--- src/rtl/rv_pkg.sv ---
// Shared types for the register-file write-back path.
// Contents:
//   XLEN, REG_IDX_W  - data width and register index width
//   wb_entry_t       - one pending register write {rd, data}
//   fwd_t            - result of a pending/forward lookup {pend, data}
//   wb_src_t         - which producer won arbitration this cycle
//   is_x0()          - true for the hard-wired zero register
package rv_pkg;

  localparam int XLEN      = 32;
  localparam int REG_IDX_W = 5;

  typedef struct packed {
    logic [REG_IDX_W-1:0] rd;
    logic [XLEN-1:0]      data;
  } wb_entry_t;

  typedef struct packed {
    logic            pend;
    logic [XLEN-1:0] data;
  } fwd_t;

  typedef enum logic [1:0] {
    SRC_NONE,
    SRC_MEM,
    SRC_ALU
  } wb_src_t;

  function automatic logic is_x0(input logic [REG_IDX_W-1:0] rd);
    return rd == '0;
  endfunction

endpackage

--- src/rtl/reg_writeback_unit_if.sv ---
// Producer-side bus of the write-back unit: the load-result channel and the
// ALU-result channel, each a valid/ready handshake carrying {rd, data}.
// Modports:
//   master - the execute/memory stages (drive valid/rd/data, see ready)
//   slave  - the write-back unit (sees valid/rd/data, drives ready)
interface reg_writeback_unit_if;
  import rv_pkg::*;

  logic                 mem_valid;
  logic [REG_IDX_W-1:0] mem_rd;
  logic [XLEN-1:0]      mem_data;
  logic                 mem_ready;

  logic                 alu_valid;
  logic [REG_IDX_W-1:0] alu_rd;
  logic [XLEN-1:0]      alu_data;
  logic                 alu_ready;

  modport master (
    output mem_valid, mem_rd, mem_data,
    input  mem_ready,
    output alu_valid, alu_rd, alu_data,
    input  alu_ready
  );

  modport slave (
    input  mem_valid, mem_rd, mem_data,
    output mem_ready,
    input  alu_valid, alu_rd, alu_data,
    output alu_ready
  );

endinterface

--- src/rtl/wb_fifo.sv ---
// Circular FIFO of pending register writes.
// Ports:
//   clk, reset   - clock, synchronous active-high reset (drops all entries)
//   push, push_entry - enqueue at the tail (ignored when full)
//   pop          - dequeue the head (ignored when empty)
//   head         - entry at the head, meaningful when !empty
//   full, empty  - occupancy flags from the registered count
//   entries      - raw storage, for the pending-write scan
//   entry_valid  - one bit per slot, set while the slot holds a live entry
//   head_ptr     - slot index of the oldest entry
module wb_fifo
  import rv_pkg::*;
#(
  parameter  int DEPTH = 4,
  localparam int PTR_W = $clog2(DEPTH)
) (
  input  logic                  clk,
  input  logic                  reset,
  input  logic                  push,
  input  wb_entry_t             push_entry,
  input  logic                  pop,
  output wb_entry_t             head,
  output logic                  full,
  output logic                  empty,
  output wb_entry_t [DEPTH-1:0] entries,
  output logic [DEPTH-1:0]      entry_valid,
  output logic [PTR_W-1:0]      head_ptr
);

  localparam int CNT_W = $clog2(DEPTH + 1);

  wb_entry_t [DEPTH-1:0] mem;
  logic [PTR_W-1:0]      wr_ptr;
  logic [PTR_W-1:0]      rd_ptr;
  logic [CNT_W-1:0]      count;
  logic                  do_push;
  logic                  do_pop;

  assign full     = (count == CNT_W'(DEPTH));
  assign empty    = (count == '0);
  assign do_push  = push && !full;
  assign do_pop   = pop && !empty;
  assign head     = mem[rd_ptr];
  assign head_ptr = rd_ptr;
  assign entries  = mem;

  // NOTE: state registers use non-blocking assignments so every flop samples
  // pre-edge values regardless of the order the always blocks are evaluated.
  always_ff @(posedge clk) begin
    if (reset) begin
      wr_ptr      <= '0;
      rd_ptr      <= '0;
      count       <= '0;
      entry_valid <= '0;
    end else begin
      // Pointers wrap naturally because DEPTH is a power of two.
      if (do_push) wr_ptr <= wr_ptr + PTR_W'(1);
      if (do_pop)  rd_ptr <= rd_ptr + PTR_W'(1);

      unique case ({do_push, do_pop})
        2'b10:   count <= count + CNT_W'(1);
        2'b01:   count <= count - CNT_W'(1);
        default: count <= count;
      endcase

      // Push and pop never target the same slot: push needs !full, pop needs !empty.
      if (do_pop)  entry_valid[rd_ptr] <= 1'b0;
      if (do_push) entry_valid[wr_ptr] <= 1'b1;
    end
  end

  // NOTE: the storage array has no reset; entry_valid and count alone decide
  // which slots are live, so stale data is never observed.
  always_ff @(posedge clk) begin
    if (do_push) mem[wr_ptr] <= push_entry;
  end

endmodule

--- src/rtl/reg_writeback_unit.sv ---
// Write-side driver for the 32x32 register file. Arbitrates the load and ALU
// result channels (load first), buffers accepted writes in a FIFO, retires one
// write per cycle into a registered RegWrite/writeReg/writeData stage, and
// answers two hazard queries with pending status plus youngest pending data.
// Ports:
//   clk, reset           - clock, synchronous active-high reset
//   src                  - producer bus (slave side): mem_* and alu_* channels
//   RegWrite, writeReg, writeData - registered register-file write port
//   q_rs1, q_rs2         - hazard query register indices
//   pend1, pend2         - query register has a write not yet retired
//   fwd1, fwd2           - data of the youngest such write, 0 if none
//   empty                - nothing queued and no write in the output stage
module reg_writeback_unit
  import rv_pkg::*;
#(
  parameter  int DEPTH = 4,
  localparam int PTR_W = $clog2(DEPTH)
) (
  input  logic                 clk,
  input  logic                 reset,
  reg_writeback_unit_if.slave  src,
  output logic                 RegWrite,
  output logic [REG_IDX_W-1:0] writeReg,
  output logic [XLEN-1:0]      writeData,
  input  logic [REG_IDX_W-1:0] q_rs1,
  input  logic [REG_IDX_W-1:0] q_rs2,
  output logic                 pend1,
  output logic                 pend2,
  output logic [XLEN-1:0]      fwd1,
  output logic [XLEN-1:0]      fwd2,
  output logic                 empty
);

  wb_src_t               sel;
  wb_entry_t             push_entry;
  logic                  push;
  logic                  fifo_full;
  logic                  fifo_empty;
  wb_entry_t             head;
  wb_entry_t [DEPTH-1:0] entries;
  logic [DEPTH-1:0]      entry_valid;
  logic [PTR_W-1:0]      head_ptr;
  wb_entry_t             out_entry;
  fwd_t                  scan1;
  fwd_t                  scan2;

  // Ready depends only on the registered count and mem_valid, never on
  // alu_valid, so producers cannot form a combinational loop through it.
  assign src.mem_ready = !fifo_full;
  assign src.alu_ready = !fifo_full && !src.mem_valid;

  // NOTE: every always_comb output gets a default first so no path leaves a
  // signal unassigned, which would otherwise infer a latch.
  always_comb begin
    sel        = SRC_NONE;
    push_entry = '0;
    if (src.mem_valid && src.mem_ready) begin
      sel        = SRC_MEM;
      push_entry = '{rd: src.mem_rd, data: src.mem_data};
    end else if (src.alu_valid && src.alu_ready) begin
      sel        = SRC_ALU;
      push_entry = '{rd: src.alu_rd, data: src.alu_data};
    end
  end

  // A write to x0 completes its handshake but is dropped here.
  assign push = (sel != SRC_NONE) && !is_x0(push_entry.rd);

  wb_fifo #(.DEPTH(DEPTH)) u_fifo (
    .clk         (clk),
    .reset       (reset),
    .push        (push),
    .push_entry  (push_entry),
    .pop         (!fifo_empty),
    .head        (head),
    .full        (fifo_full),
    .empty       (fifo_empty),
    .entries     (entries),
    .entry_valid (entry_valid),
    .head_ptr    (head_ptr)
  );

  // Output stage: every edge with a queued entry retires it; otherwise the
  // enable drops and index/data hold their last values.
  always_ff @(posedge clk) begin
    if (reset) begin
      RegWrite  <= 1'b0;
      writeReg  <= '0;
      writeData <= '0;
    end else if (!fifo_empty) begin
      RegWrite  <= 1'b1;
      writeReg  <= head.rd;
      writeData <= head.data;
    end else begin
      RegWrite  <= 1'b0;
    end
  end

  assign out_entry = '{rd: writeReg, data: writeData};
  assign empty     = fifo_empty && !RegWrite;

  // The output stage is older than anything in the FIFO, so it is checked
  // first; FIFO slots are then walked from head (oldest) towards tail
  // (youngest) so that the last match, the youngest write, overrides.
  function automatic fwd_t scan_pending(
    input logic [REG_IDX_W-1:0] q,
    input wb_entry_t [DEPTH-1:0] ents,
    input logic [DEPTH-1:0]      vld,
    input logic [PTR_W-1:0]      first,
    input logic                  out_valid,
    input wb_entry_t             out_e
  );
    fwd_t             r;
    logic [PTR_W-1:0] idx;
    r = '0;
    if (!is_x0(q)) begin
      if (out_valid && out_e.rd == q) r = '{pend: 1'b1, data: out_e.data};
      for (int i = 0; i < DEPTH; i++) begin
        idx = first + PTR_W'(i);
        if (vld[idx] && ents[idx].rd == q) r = '{pend: 1'b1, data: ents[idx].data};
      end
    end
    return r;
  endfunction

  assign scan1 = scan_pending(q_rs1, entries, entry_valid, head_ptr, RegWrite, out_entry);
  assign scan2 = scan_pending(q_rs2, entries, entry_valid, head_ptr, RegWrite, out_entry);

  assign pend1 = scan1.pend;
  assign fwd1  = scan1.data;
  assign pend2 = scan2.pend;
  assign fwd2  = scan2.data;

endmodule
--- src/flat_wrapper.sv ---
// flat-port wrapper written by rule: the top's interface ports become plain ports
module reg_writeback_unit_flat import rv_pkg::*;
#(
  parameter  int DEPTH = 4,
  localparam int PTR_W = $clog2(DEPTH)
)
  (clk, reset, RegWrite, writeReg, writeData, q_rs1, q_rs2, pend1, pend2, fwd1, fwd2, empty, src_mem_valid, src_mem_rd, src_mem_data, src_mem_ready, src_alu_valid, src_alu_rd, src_alu_data, src_alu_ready);
  reg_writeback_unit_if src_i ();
  input  logic clk;
  input  logic reset;
  output logic RegWrite;
  output logic [REG_IDX_W-1:0] writeReg;
  output logic [XLEN-1:0] writeData;
  input  logic [REG_IDX_W-1:0] q_rs1;
  input  logic [REG_IDX_W-1:0] q_rs2;
  output logic pend1;
  output logic pend2;
  output logic [XLEN-1:0] fwd1;
  output logic [XLEN-1:0] fwd2;
  output logic empty;
  input wire logic [$bits(src_i.mem_valid)-1:0] src_mem_valid;
  input wire logic [$bits(src_i.mem_rd)-1:0] src_mem_rd;
  input wire logic [$bits(src_i.mem_data)-1:0] src_mem_data;
  output wire logic [$bits(src_i.mem_ready)-1:0] src_mem_ready;
  input wire logic [$bits(src_i.alu_valid)-1:0] src_alu_valid;
  input wire logic [$bits(src_i.alu_rd)-1:0] src_alu_rd;
  input wire logic [$bits(src_i.alu_data)-1:0] src_alu_data;
  output wire logic [$bits(src_i.alu_ready)-1:0] src_alu_ready;
  assign src_i.mem_valid = src_mem_valid;
  assign src_i.mem_rd = src_mem_rd;
  assign src_i.mem_data = src_mem_data;
  assign src_mem_ready = src_i.mem_ready;
  assign src_i.alu_valid = src_alu_valid;
  assign src_i.alu_rd = src_alu_rd;
  assign src_i.alu_data = src_alu_data;
  assign src_alu_ready = src_i.alu_ready;
  reg_writeback_unit #(.DEPTH(DEPTH)) u_core (.clk(clk), .reset(reset), .src(src_i), .RegWrite(RegWrite), .writeReg(writeReg), .writeData(writeData), .q_rs1(q_rs1), .q_rs2(q_rs2), .pend1(pend1), .pend2(pend2), .fwd1(fwd1), .fwd2(fwd2), .empty(empty));
endmodule
--- config.mk ---
export PLATFORM = sky130hd
export DESIGN_NAME = reg_writeback_unit_flat
export DESIGN_NICKNAME = d
export VERILOG_FILES = /design/src/rtl/rv_pkg.sv /design/src/rtl/reg_writeback_unit_if.sv /design/src/rtl/wb_fifo.sv /design/src/rtl/reg_writeback_unit.sv /design/src/flat_wrapper.sv
export SDC_FILE = /design/constraint.sdc
export NUM_CORES = 1
export LEC_CHECK = 0
export ABC_AREA = 0
export CORE_ASPECT_RATIO = 1.4
export CORE_MARGIN = 2
export CORE_UTILIZATION = 35
export CTS_BUF_LIST = sky130_fd_sc_hd__clkbuf_4
export DETAILED_ROUTE_END_ITERATION = 16
export GPL_ROUTABILITY_DRIVEN = 0
export PLACE_DENSITY = 0.51
export SETUP_SLACK_MARGIN = 0.02
export SYNTH_ARGS = -nofsm -noshare
export SYNTH_HDL_FRONTEND = slang
export SYNTH_SLANG_ARGS = --single-unit
export TNS_END_PERCENT = 100
--- constraint.sdc ---
create_clock -name clk -period 11 [get_ports clk]
set_clock_uncertainty 0.2 [all_clocks]
set_input_delay 2.2 -clock clk [delete_from_list [all_inputs] [get_ports clk]]
set_output_delay 2.2 -clock clk [all_outputs]
set_load 0.005 [all_outputs]
==> metrics.txt, run 1 <==
M1 wire length 19,600 um; Critical Path, Cell by Cell inv_1 > ha_4 > mux4_2 > xor2_1 > nor3_1 > o21a_2 > and2_2 > a311o_1 > a311o_1 > clkdlybuf4s50_1; worst-path maximum fanout 77; Placed Cells between 2,000 and 2,500; WL/cell 22.9 um; Clock Latency Late Sink 0.67 ns; worst hold stages 2; final core utilization 0.417; first-iteration detailed-routing DRC count 1,081; CP Buf/Inv Count 2; Post-DP Area 16,000 sq um; GRT Residual Overflow 0; Startpoint Class register; routed wire length 48,500 um; Yosys warning total 0; # hold bufs at CTS 0; EDFF count, synth 148; DR vias 12,521; Seq/Total Area, Yosys 0.394; fmax 111 MHz; Peak VDD IR between 0.00015 and 0.0002 V; MaxCap Viol Count 0; Chip Width ~170 um; Die H 239 um; gr usage total 0.236; Hold Crit Class register to register; clock sinks 197; via-per-instance ratio around 5.9; Setup violations, final 0; setup slack, reg-to-reg 7.68 ns; Yosys reg bits 197; max layer used met4; crit path DAT 6.59 ns; TritonCTS buffer count 17; leak pwr 5.62 nW; asr flop ratio synth 0; CTS tree yes; I/O Buffers 194; CP Depth 10; Post-CTS Setup Bufs 0; Max Buffers Root-to-Sink 2; post-synthesis cell count 1,491; met2 WL 24,800 um; crit path max-delay cell type ha_4; CP peak stage delay roughly 0.98 ns; Core Footprint ~39,000 sq um; initial antenna violation count 1; critical path class register to primary output; Slew headroom 0.119; syn nets ~1,600; Final period util 0.818; Max Slew Vio Count 0; antenna-violating nets left 0; clock root cell clkbuf_4; PwrDens 244 nW/um^2; largest net degree at the start of global routing 78; Fillers 3,809; CP top delay family compound AO/OA/AOI/OAI gates; Post-Syn Area approximately 14,000 sq um; hold slack 0.337 ns; Setup crit end kind primary output; TNS Setup 0 ns; Detailed Place HPWL 30,500 um; RSZ-0062 raised after global routing false; Synth area leaders edfxtp_1 (32%), dfxtp_1 (7.1%), mux2i_1 (6.7%); Yosys top cell by area edfxtp_1; Synth cell types 53; Slew @ Worst Pin 1.32 ns; row count 86; Finished Layout Cells 2,118; share of layout cells above drive strength 1 0.0944; die area between 40,000 and 50,000 sq um; count leader, synth nor2_1; Initial Utilization 0.353; Reg2Reg Depth 6; most frequent cells after synthesis nor2_1 (216), edfxtp_1 (148), nand2_1 (124); Hold Fails Final Rpt 0; Area growth syn-to-layout 18.3%; Ports slightly below 200; Critical Path RT approximately 8.6 ns; number of global-route vias before repair 12,200; predominant post-synthesis flop cell edfxtp_1; post-route design area 16,300 sq um; Initial DRT Pass Iterations 5; post_cts resized 0; top-area cell type share of the netlist area 0.322; # H-tree levels 4; synthesized area per cell between 9 and 10 sq um; Worst-path clk slew around 0.19 ns; Crit path top cell by count a311o_1; status complete, no violations; Min Clock Period, post-route between 8 and 9 ns; DR WL met3 2600 um; DRC violations left 0; # nets final 1,673; global-route wire length before repair 72,600 um
[layout by cell type, fill, tap and decap left out, types with 13 or more instances in the layout]
cell type        instances
a21oi_1                108
a221oi_1                32
a22o_1                  37
a311o_1                 64
a32oi_1                 30
and3_1                  33
buf_4                   21
clkbuf_4                17
clkdlybuf4s50_1        193
dfxtp_1                 48
edfxtp_1               148
inv_1                   38
mux2_1                  14
mux2_2                  54
mux2i_1                 92
mux4_2                  13
nand2_1                122
nor2_1                 212
nor3_1                  46
nor4b_1                 30
o21ai_0                 63
o31ai_1                 32
xnor2_1                 42
xor2_1                  18
[power breakdown]
group / leakage, nW / total, W / switching, W / internal [W]
Sequential: 1.79 / 0.00122 / 0.000198 / 0.00102
Combinational: 3.70 / 0.00239 / 0.00147 / 0.000920
Clock: 0.128 / 0.000372 / 0.000277 / 0.0000946
[through the flow]
| step | setup WS (ns) | total power [W] |
|---|---|---|
| floorplan | 4.03 | 0.00276 |
| global placement | 2.45 | 0.00359 |
| detailed placement | 2.39 | 0.00361 |
| CTS | 2.01 | 0.00398 |
| global route | 1.71 | 0.00427 |
| finish | 2.01 | 0.00398 |
[worst paths after layout]
path,start,to
setup / recovery,u_core.u_fifo.head_ptr[0]$_SDFFE_PP0N_,fwd2[14]
hold reg to reg,u_core.writeReg[0]$_SDFFE_PP0N_,u_core.writeReg[0]$_SDFFE_PP0N_
hold / removal,u_core.writeReg[0]$_SDFFE_PP0N_,u_core.writeReg[0]$_SDFFE_PP0N_
setup reg to reg,u_core.u_fifo.head_ptr[0]$_SDFFE_PP0N_,u_core.writeData[25]$_SDFFE_PP0N_
[cells by family (layout without fill, tap and decap cells)]
| group | after synthesis | count (layout) | synth area share |
|---|---|---|---|
| DFF | 197 | 197 | 0.394 |
| and+or+nand+nor | 476 | 476 | 0.158 |
| AOI/OAI and AO/OA | 386 | 386 | 0.199 |
| muxes | 174 | 174 | 0.146 |
| adders and majority gates | 9 | 9 | 0.00871 |
| xor gates and xnor gates | 60 | 60 | 0.0381 |
| buffers and inverters | 189 | 287 | 0.0572 |
| other | 0 | 1 | 0 |
[registers in the layout, summed over array words and instances, names as in the netlist]
| register | flops |
|---|---|
| u_core.u_fifo.entries | 148 |
| u_core.writeData | 32 |
| u_core.writeReg | 5 |
| u_core.u_fifo.entry_valid | 4 |
| u_core.u_fifo.count | 3 |
| u_core.u_fifo.head_ptr | 2 |
| u_core.u_fifo.wr_ptr | 2 |
| u_core.RegWrite | 1 |
[metal layers]
metal  vias up  track usage
li1       5737            -
met1      6179        0.289
met2       517        0.416
met3        88       0.0285
met4         0       0.0940
met5         -            0
[cell type report]
cell class	count	area, sq um	share of cell area
well taps	528	661	0.0405
multi-input cells	1105	7710	0.473
repair buffers	215	2090	0.128
inverters	40	153	0.00936
clock buffers	17	128	0.00783
flip-flops and latches	197	5430	0.333
clock inverters	15	125	0.00767
diodes	1	2.50	0.000153
[worst reg2reg max path, delay by kind of cell, from the launching register on]
family	cells	cell delay, ns
buf+inv	1	0.93
flops	1	0.88
mux	1	0.50
simple gates	2	0.13
compound gates	2	0.58
No activity file was read; power rests on OpenSTA's default activity.
==> inputs of run 2 (changes only) <==
Settings changed: PLACE_DENSITY 0.51 to 0.53.
Clock period 11 ns to 7.2 ns, I/O delays scaled along.
==> metrics.txt, run 2 (synthesis gave the netlist of run 1 again) <==
share of layout cells above drive strength 1 0.103; R2R Path End u_core.u_fifo.entries[55]$_DFFE_PP_; critical path class register to primary output; Reg2Reg Depth 8; Chip Width 172 um; Startpoint Class register; Ports 195; Initial Utilization 0.353; Hold Crit Class register to register; clock root cell clkbuf_4; status complete, no violations; Max Slew Vio Count 0; Max Buffers Root-to-Sink 2; Finished Layout Cells ~2,100; most common cell after layout, fill and taps aside nor2_1; # nets final around 1,700; Fillers around 3,900; worst hold stages 2; antenna-violating nets left 0; crit path max-delay cell type nor2_4; via-per-instance ratio 5.85; Hold Fails Final Rpt 0; gr usage total 0.239; switching pwr between 0.002 and 0.003 W; post_cts resized 0; Worst-path clk slew 0.16 ns; DRC violations left 0; Pwr Total slightly above 0.006 W; HP Start u_core.writeData[0]$_SDFFE_PP0N_; largest net degree at the start of global routing 167; # hold bufs at CTS 0; Reg power frac 0.288; Critical Path, Cell by Cell buf_12 > mux4_2 > xnor2_1 > and4_1 > o21ai_1 > nor2_4 > a22oi_1 > o31ai_1 > clkdlybuf4s50_1; setup slack, reg-to-reg 3.78 ns; TNS Setup 0 ns; Post-DP Area roughly 16,000 sq um; Sw Share 0.475; # H-tree levels 4; first-iteration detailed-routing DRC count about 1,000; CP Buf/Inv Count 2; Critical Path RT 5.56 ns; Final period util 0.909; CP top delay family buffers and inverters; reg2reg start u_core.u_fifo.count[0]$_SDFFE_PP0P_; Slew headroom 0.204; WL/cell around 23 um; Setup crit end kind primary output; Area growth syn-to-layout 19.7%; MaxCap Viol Count 0; global-route wire length before repair 72,700 um; Detailed Place HPWL about 32,000 um; Min-Delay Endpoint u_core.writeData[0]$_SDFFE_PP0N_; number of global-route vias before repair 12,163; CP peak stage delay 0.95 ns; Core Footprint 39,100 sq um; final core utilization 0.422; commonest non-fill, non-tap cells in the layout nor2_1 (212), clkdlybuf4s50_1 (193), edfxtp_1 (148); multi-input logic area 7700 sq um; Post-CTS Setup Bufs 0; Setup violations, final 0; clock power share 0.104; crit path DAT 4.91 ns; Placed Cells 2,104; fmax 153 MHz; PwrDens 377 nW/um^2; row count 86; Die H 239 um; RSZ-0062 raised after global routing false; I/O Buffers about 190; TritonCTS buffer count 17; max FFs per register 148; Slew @ Worst Pin 1.19 ns; post-route design area about 16,000 sq um; GRT Residual Overflow 0; die area 41,000 sq um; Gate power share 0.607; DR vias between 10,000 and 15,000; leak pwr 5.75 nW; Clock Latency Late Sink 0.63 ns; Min Clock Period, post-route 6.55 ns; Initial DRT Pass Iterations 6; worst-path maximum fanout 166; initial antenna violation count 2; CTS tree yes; clock sinks between 150 and 200; routed wire length 49,600 um; Pint ~0.0033 W; register area 5430 sq um; Peak VDD IR 0.000270 V
[run 2: cell count changes in the layout (fill, tap and decap cells not counted), moves of 2 or more]
cell	delta
clkinv_2	+2
nand2_1	+2
nand2_2	-2
buf_4	+18
clkinvlp_4	-3
inv_8	-3
clkinv_4	-3
clkbuf_4	+2
diode_2	+2
bufinv_16	+3
[run 2: final cells by class]
| cell class | count | share of cell area |
|---|---|---|
| Clock inverter | 13 | 0.00940 |
| Multi-Input combinational cell | 1105 | 0.467 |
| Inverter | 40 | 0.00925 |
| Antenna cell | 3 | 0.000455 |
| Sequential cell | 197 | 0.329 |
| Timing Repair Buffer | 234 | 0.136 |
| Clock buffer | 19 | 0.00865 |
| Tap cell | 528 | 0.0400 |
[run 2: power by group through the flow]
stage / clock network [W] / logic, W / registers (W)
2_1_floorplan: 0 / 0.00246 / 0.00176
3_3_place_gp: 0 / 0.00371 / 0.00181
3_5_place_dp: 0 / 0.00375 / 0.00182
4_1_cts: 0.000665 / 0.00376 / 0.00179
5_1_grt: 0.000704 / 0.00410 / 0.00183
6_report: 0.000647 / 0.00377 / 0.00179
[run 2: how the worst max path moves through the flow]
stage | to | depth (start not counted) | slack, ns | from
after floorplan | fwd1[10] | 18 | 0.99 | u_core.u_fifo.head_ptr[0]$_SDFFE_PP0N_
after global placement | fwd2[14] | 7 | 0.80 | q_rs2[4]
after detailed placement | fwd2[14] | 7 | 0.79 | q_rs2[4]
after CTS | fwd2[14] | 7 | 0.64 | u_core.u_fifo.head_ptr[0]$_SDFFE_PP0N_
after global routing | fwd2[17] | 10 | 0.39 | u_core.u_fifo.head_ptr[0]$_SDFFE_PP0N_
final | fwd1[14] | 9 | 0.65 | u_core.u_fifo.head_ptr[0]$_SDFFE_PP0N_
[run 2: worst register-to-register path: cells and delay by family, from the launching register on]
| family | cells | cell delay, ns |
|---|---|---|
| AND/OR/NAND/NOR | 2 | 1.01 |
| AO/OA/AOI/OAI | 3 | 0.45 |
| flip-flops | 1 | 0.44 |
| buffers and inverters | 3 | 1.04 |
[run 2: through the flow]
| step | hold WS, ns | setup WS (ns) |
|---|---|---|
| after detailed placement | 0.287 | 0.794 |
| after global routing | 0.322 | 0.392 |
| after floorplan | 0.273 | 0.989 |
| final | 0.310 | 0.654 |
| after CTS | 0.307 | 0.642 |
| after global placement | 0.280 | 0.803 |
[run 2: layer usage]
metal,part of all wire,GRT usage,up-vias
met5,0,0,-
li1,-,-,5792
met1,0.39,0.276,6108
met4,0.034,0.100,0
met3,0.065,0.0493,116
met2,0.51,0.423,500
